`src/rtl/uart_rx_pkg.sv`:
```
// Shared definitions for the UART receive path.
// Holds the receiver state encoding, the default bit period for a
// 50 MHz clock at 9600 baud, and a helper that derives the mid-bit
// sample point from a bit period.
package uart_rx_pkg;

  // 50 MHz / 9600 baud
  localparam int unsigned DEFAULT_CLKS_PER_BIT = 5208;

  typedef enum logic [2:0] {
    ST_IDLE,
    ST_START,
    ST_DATA,
    ST_STOP,
    ST_BREAK
  } uart_state_e;

  // Mid-bit offset measured from the first clock of a bit.
  function automatic int unsigned half_count(input int unsigned clks_per_bit);
    return (clks_per_bit - 1) / 2;
  endfunction

endpackage

```
`src/rtl/uart_rx_sync_2ff.sv`:
```
// Two-flop synchroniser for a single asynchronous input.
// Ports:
//   clk   in  1  sampling clock
//   rst   in  1  asynchronous active-low reset
//   d     in  1  asynchronous input
//   q     out 1  synchronised output (two clocks of latency)
// Both flops reset to RESET_VAL so the output shows a sensible idle value
// immediately after reset.
module uart_rx_sync_2ff #(
  parameter logic RESET_VAL = 1'b1
) (
  input  logic clk,
  input  logic rst,
  input  logic d,
  output logic q
);

  logic meta_q, meta_d;
  logic sync_q, sync_d;

  always_comb begin
    meta_d = d;
    sync_d = meta_q;
  end

  always_ff @(posedge clk or negedge rst) begin
    if (!rst) begin
      meta_q <= RESET_VAL;
      sync_q <= RESET_VAL;
    end else begin
      meta_q <= meta_d;
      sync_q <= sync_d;
    end
  end

  assign q = sync_q;

endmodule

```
`src/rtl/uart_rx.sv`:
```
// 8N1 asynchronous serial receiver, LSB first, mid-bit sampling.
// Ports:
//   clk        in  1  system clock, rising edge
//   rst        in  1  asynchronous active-low reset
//   rx         in  1  serial line, idle high, asynchronous to clk
//   rx_data    out 8  last correctly framed byte, held until the next one
//   rx_valid   out 1  one-cycle pulse when rx_data has just been updated
//   frame_err  out 1  one-cycle pulse when the stop bit sampled low
//   rx_busy    out 1  high whenever the receiver is not idle
module uart_rx
  import uart_rx_pkg::*;
#(
  parameter int unsigned CLKS_PER_BIT = DEFAULT_CLKS_PER_BIT
) (
  input  logic       clk,
  input  logic       rst,
  input  logic       rx,
  output logic [7:0] rx_data,
  output logic       rx_valid,
  output logic       frame_err,
  output logic       rx_busy
);

  localparam int unsigned CNT_W = $clog2(CLKS_PER_BIT);
  localparam logic [CNT_W-1:0] HALF_CNT = CNT_W'(half_count(CLKS_PER_BIT));
  localparam logic [CNT_W-1:0] LAST_CNT = CNT_W'(CLKS_PER_BIT - 1);

  logic rx_s;

  uart_rx_sync_2ff #(
    .RESET_VAL(1'b1)
  ) u_sync (
    .clk(clk),
    .rst(rst),
    .d  (rx),
    .q  (rx_s)
  );

  uart_state_e      state_q, state_d;
  logic [CNT_W-1:0] cnt_q, cnt_d;
  logic [2:0]       bit_idx_q, bit_idx_d;
  logic [7:0]       shift_q, shift_d;
  logic [7:0]       rx_data_q, rx_data_d;
  logic             rx_valid_q, rx_valid_d;
  logic             frame_err_q, frame_err_d;

  // The timer restarts on every state change and on every completed data
  // bit, so each bit is measured from its own first clock. The stop bit is
  // judged at its midpoint and the FSM returns to IDLE straight away, which
  // leaves half a bit of margin to catch an immediately following start bit.
  // A low stop bit parks the FSM in BREAK until the line goes high again, so
  // a held-low line is not mistaken for a stream of start bits.
  always_comb begin
    state_d     = state_q;
    cnt_d       = cnt_q + CNT_W'(1);
    bit_idx_d   = bit_idx_q;
    shift_d     = shift_q;
    rx_data_d   = rx_data_q;
    rx_valid_d  = 1'b0;
    frame_err_d = 1'b0;

    case (state_q)
      ST_IDLE: begin
        cnt_d = '0;
        if (!rx_s) state_d = ST_START;
      end
      ST_START: begin
        if (cnt_q == HALF_CNT) begin
          cnt_d = '0;
          if (!rx_s) begin
            state_d   = ST_DATA;
            bit_idx_d = 3'd0;
          end else begin
            state_d = ST_IDLE;
          end
        end
      end
      ST_DATA: begin
        if (cnt_q == LAST_CNT) begin
          cnt_d            = '0;
          shift_d[bit_idx_q] = rx_s;
          if (bit_idx_q == 3'd7) state_d = ST_STOP;
          else bit_idx_d = bit_idx_q + 3'd1;
        end
      end
      ST_STOP: begin
        if (cnt_q == LAST_CNT) begin
          cnt_d = '0;
          if (rx_s) begin
            rx_data_d  = shift_q;
            rx_valid_d = 1'b1;
            state_d    = ST_IDLE;
          end else begin
            frame_err_d = 1'b1;
            state_d     = ST_BREAK;
          end
        end
      end
      ST_BREAK: begin
        cnt_d = '0;
        if (rx_s) state_d = ST_IDLE;
      end
      default: begin
        cnt_d   = '0;
        state_d = ST_IDLE;
      end
    endcase
  end

  always_ff @(posedge clk or negedge rst) begin
    if (!rst) begin
      state_q     <= ST_IDLE;
      cnt_q       <= '0;
      bit_idx_q   <= 3'd0;
      shift_q     <= 8'h00;
      rx_data_q   <= 8'h00;
      rx_valid_q  <= 1'b0;
      frame_err_q <= 1'b0;
    end else begin
      state_q     <= state_d;
      cnt_q       <= cnt_d;
      bit_idx_q   <= bit_idx_d;
      shift_q     <= shift_d;
      rx_data_q   <= rx_data_d;
      rx_valid_q  <= rx_valid_d;
      frame_err_q <= frame_err_d;
    end
  end

  assign rx_data   = rx_data_q;
  assign rx_valid  = rx_valid_q;
  assign frame_err = frame_err_q;
  assign rx_busy   = (state_q != ST_IDLE);

endmodule

```
`config.mk`:
```
export PLATFORM = sky130hd
export DESIGN_NAME = uart_rx
export DESIGN_NICKNAME = d
export VERILOG_FILES = /design/src/rtl/uart_rx_pkg.sv /design/src/rtl/uart_rx_sync_2ff.sv /design/src/rtl/uart_rx.sv
export SDC_FILE = /design/constraint.sdc
export NUM_CORES = 1
export LEC_CHECK = 0
export BUFFER_PORTS_ARGS = -buffer_cell sky130_fd_sc_hd__buf_2
export CAP_MARGIN = 20
export CORE_MARGIN = 5
export CORE_UTILIZATION = 55
export DETAILED_ROUTE_END_ITERATION = 8
export GPL_ROUTABILITY_DRIVEN = 0
export PLACE_DENSITY = 0.74
export SLEW_MARGIN = 20
export SYNTH_ARGS = -nofsm -noshare
export SYNTH_HDL_FRONTEND = slang
export SYNTH_HIERARCHICAL = 1
export SYNTH_SLANG_ARGS = --single-unit
export TNS_END_PERCENT = 100
```
`constraint.sdc`:
```
create_clock -name clk -period 5.51 [get_ports clk]
set_input_delay 0.2755 -clock clk [delete_from_list [all_inputs] [get_ports clk]]
set_output_delay 0.2755 -clock clk [all_outputs]
set_load 0.005 [all_outputs]
```
==> results_dict.tcl, run 1 <==
set metrics [dict create \
    detailedPlacementHpwl_um 2450 \
    timing.final.crit_period_ps 2280 \
    fin_nets 191 \
    route.antenna.remaining_nets 0 \
    maxCapViolCount 0 \
    timing.fmax_ghz 0.438 \
    dr_total_vias 1324 \
    post-synth-top-area-fraction_pct 47.8 \
    die-height_um 69.4 \
    leakagePower_nw 0.939 \
    failed_checks "hold timing" \
    part_of_the_cycle_the_worst_path_needs_pct 41.5 \
    cp-start-kind "register" \
    utilization_pct 62.6 \
    multiInputGateArea_um2 863 \
    cellPowerDensity_mw_per_mm2 253 \
    synthArstFlopShare_pct 100 \
    layout.cells.non_filler 232 \
    drtIter0Drc 57 \
    worst_setup_path_end_kind "register" \
    synthesis.area_per_instance_um2 11.1 \
    critical_path_class "register to register" \
    core_mm2 0.00336 \
    finalWirelength_um 3450 \
    initial_utilization_pct 57.6 \
    cts.hold.buffers_added 0 \
    grt_start_max_net_pins 40 \
    avgRoutedWirePerCell_um 14.9 \
    root_buffer "clkbuf_4" \
    remaining_drc_errors 0 \
    top_level_ports 14 \
    worstPathMaxFanout 11 \
    yosys_most_used_dff "dfrtp_1" \
    peakVddDrop_mv 0.129 \
    synth.largest_area_cell "dfrtp_1" \
    tritoncts "done" \
    rows 21 \
    totalNegativeSetupSlack_ps 0 \
    drt_pre_antenna_iters 4 \
    share_of_the_yosys_chip_area_belonging_to_registers_pct 50.5 \
    seq_area_um2 978 \
    cts.sinks 39 \
    cts_made_buffers 5 \
    cts_setup_buffers 0 \
    signal_arrival_time_at_the_worst_endpoint_ps 2520 \
    grt-ovfl-total 0 \
    grt_antenna_before_repair 0 \
    post-place-cells 223 \
    worstSkewPairLatency_ps 350 \
    timing.final.setup_violations 0 \
    clock_skews_ps 12.3 \
    synthTopCellsByArea "dfrtp_1, mux2_4, mux2_2" \
    nFillCells 307 \
    finalHoldViolations 2 \
    clkTransAtPathRegs_ps 120 \
    clock_tree.htree_level_count 2 \
    n_antenna_cell 0 \
    io_buffer_count 13 \
    netlist_top_cells_count "dfrtp_1, nor2_1, nand3_1" \
    syn-cell-area_mm2 0.00194 \
    grt_first_pass_wirelength_um 5960 \
    flow.area_growth_from_synthesis_pct 8.65 \
    data_required_time_of_the_critical_path_ps 5740 \
    clk_path_buf_depth 2 \
    avgViaCountPerCell 5.71 \
    post_route_cells_drive_above_1_share_pct 24.2 \
    syn_inst 175 \
    post_cts_resize_count 0 \
    status "finished, violations left" \
    max-slew-margin-rel_pct 26.6 \
    first_global_vias 1287 \
    synth_seq_cells 39 \
    synth_enable_flop_cells 0 \
    slew_violations 0 \
    final_layout_worst_hold_slack_ps -0.868 \
    die_area_mm2 0.00481 \
    syn_nets 181 \
    globalRouteTotalUtil_pct 15.5 \
    synth.lib_cells_used.distinct 39 \
    yosys_warnings 6 \
    max_slew.worst_pin.slew_ps 1100 \
    rsz0062_at_grt "no" \
    die_boundary_width_um 69.4 \
    worstHoldPathType "input port to asynchronous set/reset pin" \
    yosysMostFrequentCell "dfrtp_1" \
]
==> power breakdown <==
group | switching, mW | internal, mW
clock | 0.0935 | 0.141
combinational | 0.00626 | 0.00187
sequential | 0.00152 | 0.288
total | 0.101 | 0.430
==> cells by family (layout without fill, tap and decap cells) <==
family | after synthesis | count (layout) | synth area share [%]
fa+ha+maj | 3 | 3 | 1.94
simple gates | 76 | 76 | 22.3
xor+xnor | 11 | 11 | 4.97
compound gates | 12 | 12 | 4.52
flops | 39 | 39 | 50.5
mux | 16 | 16 | 10.8
buf+inv | 18 | 29 | 4.97
==> layer usage <==
metal  wire length (um)  track usage [%]
met1               1450             17.5
met2               1780             26.5
met3                135             4.78
met4                 86             7.38
met5                  0                0
==> critical path, cell delays in order (launching register included) <==
cell and delay (ps):
dfrtp_1 510, nor3b_1 920, nand4_1 210, nor2_1 180, mux2_2 360
==> sequential cells by signal, summed over array words and instances (netlist names) <==
name	cells
cnt_q	13
rx_data	8
shift_q	8
bit_idx_q	3
state_q	3
frame_err	1
rx_valid	1
u_sync/meta_q	1
u_sync/q	1
==> final timing paths <==
check                                   start         end  slack (ps)  depth (start not counted)
min in group clk                u_sync/meta_q    u_sync/q         360                          0
worst max-delay path               state_q[1]  shift_q[5]        3230                          4
worst max register to register     state_q[1]  shift_q[5]        3230                          4
max in group asynchronous                 rst  state_q[1]        4980                          1
worst min-delay path                      rst    rx_valid        -0.9                          1
worst min register to register  u_sync/meta_q    u_sync/q         360                          0
==> stage by stage <==
stage	power, mW	worst slack, ps	cell area (um^2)
global placement	0.302	3410	1990
CTS	0.538	3240	2100
floorplan	0.296	3660	1940
global route	0.554	3040	2110
detailed placement	0.303	3270	1990
finish	0.532	3230	2110
==> area by class of cell <==
| type | count | area share, % |
|---|---|---|
| repair buffers | 14 | 3.57 |
| well taps | 46 | 2.73 |
| clock inverters | 3 | 3.21 |
| multi-input cells | 118 | 41.0 |
| inverters | 7 | 1.25 |
| clock buffers | 5 | 1.78 |
| flip-flops and latches | 39 | 46.5 |
==> layout by cell type, fill, tap and decap left out, drive strengths merged, types with 3 or more instances in the layout <==
| master | synthesis | final |
|---|---|---|
| dfrtp | 37 | 37 |
| nor3 | 6 | 6 |
| nand2 | 5 | 5 |
| a21oi | 4 | 4 |
| mux2 | 16 | 16 |
| nand3 | 13 | 13 |
| xnor2 | 9 | 9 |
| o211ai | 3 | 3 |
| inv | 7 | 7 |
| clkbuf | 5 | 5 |
| buf | 6 | 13 |
| nand4 | 11 | 11 |
| nor4 | 5 | 5 |
| ha | 3 | 3 |
| nor3b | 3 | 3 |
| nor2 | 21 | 21 |
Note: power is estimated with default switching activity, not from simulation.
==> inputs of run 2 (changes only) <==
CORE_UTILIZATION = 53   (was 55)
clock period = 1.9 ns   (was 5.51 ns; I/O delays follow)
==> run 2 against run 1 <==
The run now ends clean. Cell count is 7.3% higher. Clock power grew to 3.4 times the previous value. Die area is 3.2% higher. Final area is 7.5% higher. Flip-flop and latch count stayed put. Critical path type unchanged. Fmax is 28% higher. Largest power group unchanged. Critical path depth is 2 higher. Utilization is 0.16 points higher.
==> results_dict.tcl, run 2 (synthesized netlist as in run 1, its figures left out) <==
set metrics [dict create \
    status "finished clean" \
    rsz0062_at_grt "yes" \
    drt_pre_antenna_iters 4 \
    n_antenna_cell 0 \
    layout_commonest_cell "dfrtp_1" \
    grt_antenna_before_repair 0 \
    p_total_mw 1.66 \
    pre_cts_ws_ps 113 \
    nFillCells 291 \
    part_of_the_cycle_the_worst_path_needs_pct 94.1 \
    worst_setup_slack_final_ps 113 \
    layout_common_cells "dfrtp_1, nor2_1, nand3_1, buf_2, buf_4" \
    peakVddDrop_mv 0.545 \
    core_mm2 0.00361 \
    totalNegativeSetupSlack_ps 0 \
    regToRegStartpoint "cnt_q[1]" \
    tritoncts "done" \
    finalWirelength_um 3490 \
    timing.final.setup_violations 0 \
    max_ffs_per_register 13 \
    die_boundary_width_um 70.5 \
    die_area_mm2 0.00497 \
    route.antenna.remaining_nets 0 \
    clock_tree.htree_level_count 2 \
    globalRouteTotalUtil_pct 15.9 \
    grt_first_pass_wirelength_um 6240 \
    grt-ovfl-total 0 \
    worstSkewPairLatency_ps 280 \
    cts.sinks 39 \
    rows 22 \
    first_global_vias 1391 \
    worstPathMaxFanout 8 \
    fin_nets 206 \
    die-height_um 70.5 \
    worst_setup_path_end_kind "register" \
    timing.critical_path.from "cnt_q[1]" \
    critical_path_class "register to register" \
    dr_total_vias 1395 \
    finalHoldViolations 0 \
    cts_setup_buffers 0 \
    remaining_drc_errors 0 \
    reg2reg_setup_slack_ps 110 \
    max-slew-margin-rel_pct 44.2 \
    top_register "cnt_q" \
    clk_path_buf_depth 2 \
    clock_skews_ps 4.70 \
    top_level_ports 14 \
    drtIter0Drc 121 \
    root_buffer "clkbuf_8" \
    detailedPlacementHpwl_um 2510 \
    clkTransAtPathRegs_ps 70 \
    cp-start-kind "register" \
    timing.final.crit_period_ps 1790 \
    post_route_cells_drive_above_1_share_pct 28.9 \
    slew_violations 0 \
    worst_setup_path_endpoint "state_q[0]" \
    maxCapViolCount 0 \
    flow.area_growth_from_synthesis_pct 16.8 \
    final_layout_worst_hold_slack_ps 356 \
    cts_made_buffers 5 \
    signal_arrival_time_at_the_worst_endpoint_ps 2010 \
    grt_start_max_net_pins 40 \
    io_buffer_count 13 \
    initial_utilization_pct 53.7 \
    avgRoutedWirePerCell_um 14.0 \
    worstHoldPathType "register to register" \
    avgViaCountPerCell 5.60 \
    timing.fmax_ghz 0.560 \
    worst_r2r_path_depth 6 \
    data_required_time_of_the_critical_path_ps 2120 \
    cellPowerDensity_mw_per_mm2 733 \
    max_slew.worst_pin.slew_ps 838 \
    leakagePower_nw 1.03 \
    crit-reg2reg-capture "state_q[0]" \
]
## run 2: cell types whose count changed in the layout (fill, tap and decap cells not counted)
cell | previous run | this run
clkbuf_8 | 0 | 5
dlygate4sd3_1 | 1 | 2
clkbuf_4 | 5 | 0
buf_4 | 0 | 13
clkinvlp_4 | 1 | 0
clkbuf_1 | 0 | 1
buf_12 | 0 | 1
a21boi_0 | 1 | 0
a21boi_1 | 0 | 1
## run 2: what timing repair did
item,4_1_cts,5_1_grt
resized for setup,0,1
endpoints found under the hold margin,38,0
hold buffers,2,0
setup endpoints to repair,0,5
## run 2: metal layers
layer	routed length (um)	GRT usage [%]	vias up
met2	1820	26.2	35
met1	1430	18.8	682
li1	-	-	671
met4	48	8.09	0
met3	182	4.46	7
met5	0	0	-
## run 2: power by group
group | internal (mW) | switching (mW)
Combinational | 0.00674 | 0.0183
Sequential | 0.834 | 0.00440
Clock | 0.525 | 0.272
## run 2: worst max-delay path, cell delays in order, from the launching register on
cell and delay (ps):
dfrtp_1 370, ha_1 170, and3_1 190, nand4_1 190, buf_4 230, or4_1 470
nand3_1 90
## run 2: worst min path at each step
stage,from,end,slack [ps],cells past startpoint
6_report,u_sync/meta_q,u_sync/q,360,0
5_1_grt,u_sync/meta_q,u_sync/q,360,0
4_1_cts,u_sync/meta_q,u_sync/q,360,0
3_5_place_dp,rx,u_sync/meta_q,200,1
3_3_place_gp,rx,u_sync/meta_q,200,1
2_1_floorplan,rst,bit_idx_q[0],-200,0
## run 2: metrics by stage
step,cells,cell area (um^2),utilization [%]
finish,249,2260,62.8
global placement,239,2110,58.5
detailed placement,239,2110,58.5
floorplan,175,1940,-
CTS,249,2260,62.8
global route,249,2260,62.8
## run 2: area by class of cell
class	count	area, um^2	share of cell area, %
Sequential cell	39	978	43.2
Multi-Input combinational cell	118	863	38.1
Timing Repair Buffer	29	203	8.96
Clock buffer	6	72.6	3.21
Clock inverter	2	60.1	2.65
Tap cell	48	60.1	2.65
Inverter	7	26.3	1.16
==> inputs of run 3 (changes only) <==
ABC_AREA = 1   (was default)
==> run 3 against run 2 <==
Sequential power hardly changed. Synthesized area is 2.6% higher. Clock skew is 0.81 ps higher. Hold slack better by 0.85 ps. Fmax is 8.8% higher. Largest cell class unchanged.
==> results_dict.tcl, run 3 <==
set metrics [dict create \
    dr_total_vias 1590 \
    synth_seq_cells 39 \
    synth_enable_flop_cells 0 \
    top_register "cnt_q" \
    worstHoldPathType "register to register" \
    io_buffer_count 13 \
    max-slew-margin-rel_pct 45.5 \
    grt_start_max_net_pins 40 \
    syn-cell-area_mm2 0.00199 \
    initial_utilization_pct 54.3 \
    n_antenna_cell 0 \
    clockPowerShare_pct 48.8 \
    syn_nets 247 \
    power.switching_uw 319 \
    yosysMostFrequentCell "nand2_1" \
    yosys_most_used_dff "dfrtp_1" \
    utilization_pct 61.6 \
    critical_path_class "register to register" \
    post_cts_resize_count 0 \
    finalWirelength_um 3650 \
    die-height_um 71.3 \
    clkTransAtPathRegs_ps 80 \
    power_switching_share_pct 19.0 \
    fin_nets 267 \
    root_buffer "clkbuf_8" \
    worst_setup_slack_final_ps 257 \
    clock_skews_ps 5.51 \
    synthTopCellsByArea "dfrtp_1, nand2_1, nand3_1" \
    detailedPlacementHpwl_um 2670 \
    peakVddDrop_mv 0.437 \
    yosys_warnings 6 \
    post_route_cells_drive_above_1_share_pct 16.4 \
    clock_tree.htree_level_count 2 \
    cts.sinks 39 \
    leakagePower_nw 1.04 \
    share_comb_of_total_power_pct 1.4 \
    die_area_mm2 0.00508 \
    route.antenna.remaining_nets 0 \
    avgRoutedWirePerCell_um 11.8 \
    grt_antenna_before_repair 0 \
    share_of_the_yosys_chip_area_belonging_to_registers_pct 49.2 \
    globalRouteTotalUtil_pct 16.4 \
    data_required_time_of_the_critical_path_ps 2090 \
    share_seq_of_total_power_pct 49.8 \
    finalHoldViolations 0 \
    top_level_ports 14 \
    cellPowerDensity_mw_per_mm2 745 \
    nFillCells 323 \
    syn_inst 241 \
    timing.critical_path.buf_inv 0 \
    drt_pre_antenna_iters 4 \
    critPathMostFrequentCell "nand2_1" \
    timing.final.setup_violations 0 \
    avgViaCountPerCell 5.13 \
    rows 22 \
    post-synth-top-area-fraction_pct 46.5 \
    grt_first_pass_wirelength_um 6530 \
    slowest_stage "dfrtp_1" \
    core_mm2 0.00366 \
    drtIter0Drc 89 \
    rsz0062_at_grt "no" \
    timing.fmax_ghz 0.609 \
    signal_arrival_time_at_the_worst_endpoint_ps 1840 \
    timing.final.crit_period_ps 1640 \
    timing.critical_path.cells "ha_1 > nand2_1 > nor2_2 > nand3_4 > nand2_2 > nand2_1 > and3_1" \
    slew_violations 0 \
    pre_cts_ws_ps 260 \
    part_of_the_cycle_the_worst_path_needs_pct 86.5 \
    worstPathMaxFanout 9 \
    flow.area_growth_from_synthesis_pct 13.3 \
    clk_path_buf_depth 2 \
    internal_power_mw 1.36 \
    cp-start-kind "register" \
    synthesis.area_per_instance_um2 8.25 \
    synth.largest_area_cell "dfrtp_1" \
    cp_top_family "simple AND/OR/NAND/NOR gates" \
    synthArstFlopShare_pct 100 \
    totalNegativeSetupSlack_ps 0 \
    remaining_drc_errors 0 \
    maxCapViolCount 0 \
    cp_slowest_stage_delay_ps 370 \
    die_boundary_width_um 71.3 \
    worstSkewPairLatency_ps 300 \
    worst_setup_path_end_kind "register" \
    layout_common_cells "nand2_1, dfrtp_1, inv_1" \
    synth.lib_cells_used.distinct 30 \
    netlist_top_cells_count "nand2_1, dfrtp_1, inv_1" \
    status "finished clean" \
    tritoncts "done" \
    cts_made_buffers 5 \
    layout_commonest_cell "nand2_1" \
    max_ffs_per_register 13 \
    first_global_vias 1527 \
    max_slew.worst_pin.slew_ps 817 \
    grt-ovfl-total 0 \
]
## run 3: routing by layer
layer	wire, um	vias to the layer above	GRT usage (%)
li1	-	815	-
met1	1700	737	20.7
met2	1690	31	26.2
met3	194	7	5.05
met4	63	0	6.26
met5	0	-	0
## run 3: path summary, 6_finish.rpt
check / slack [ps] / cells past startpoint / startpoint / end
min in group asynchronous: 420 / 2 / rst / cnt_q[0]
max in group asynchronous: 960 / 2 / rst / shift_q[3]
worst min-delay path: 360 / 0 / u_sync/meta_q / u_sync/q
worst max-delay path: 260 / 7 / cnt_q[0] / cnt_q[4]
worst max register to register: 260 / 7 / cnt_q[0] / cnt_q[4]
worst min register to register: 360 / 0 / u_sync/meta_q / u_sync/q
## run 3: cells by family after synthesis
logic type               Yosys count  share of synthesized area, %
AO/OA/AOI/OAI                     31                          8.11
XOR/XNOR                           8                          3.52
adder cells (fa/ha/maj)            3                          1.89
buffers and inverters             36                          7.61
flip-flops                        39                          49.2
AND/OR/NAND/NOR                  124                          29.7
## run 3: power by group through the flow
stage	Clock, mW	Combinational, mW	Sequential (mW)
finish	0.820	0.0241	0.837
global route	0.881	0.0297	0.837
CTS	0.834	0.0260	0.836
detailed placement	0	0.0230	0.853
global placement	0	0.0226	0.853
floorplan	0	0.00689	0.850
## run 3: area by class of cell
| cell class | instances | area [um^2] | share of cell area [%] |
|---|---|---|---|
| Clock buffer | 5 | 68.8 | 3.05 |
| Clock inverter | 3 | 67.6 | 3.00 |
| Inverter | 32 | 120 | 5.33 |
| Multi-Input combinational cell | 166 | 860 | 38.1 |
| Sequential cell | 39 | 978 | 43.4 |
| Tap cell | 48 | 60.1 | 2.66 |
| Timing Repair Buffer | 17 | 100 | 4.44 |
## run 3: per-stage QoR
stage / hold WS, ps / std cells / cell area (um^2) / total power, mW
floorplan: -201 / 241 / 1990 / 0.857
global placement: 200 / 300 / 2100 / 0.875
detailed placement: 202 / 300 / 2100 / 0.876
CTS: 359 / 310 / 2250 / 1.70
global route: 368 / 310 / 2250 / 1.75
finish: 357 / 310 / 2250 / 1.68
## run 3: worst register-to-register path, stage by stage, from the launching register on
cell and delay [ps]:
dfrtp_1 370, ha_1 280, nand2_1 100, nor2_2 160, nand3_4 140, nand2_2 200, nand2_1 130, and3_1 170
## run 3: repair_timing
item | in CTS | in global routing
buffers inserted | 0 | 0
hold buffers | 2 | 0
hold endpoints to repair | 38 | 0
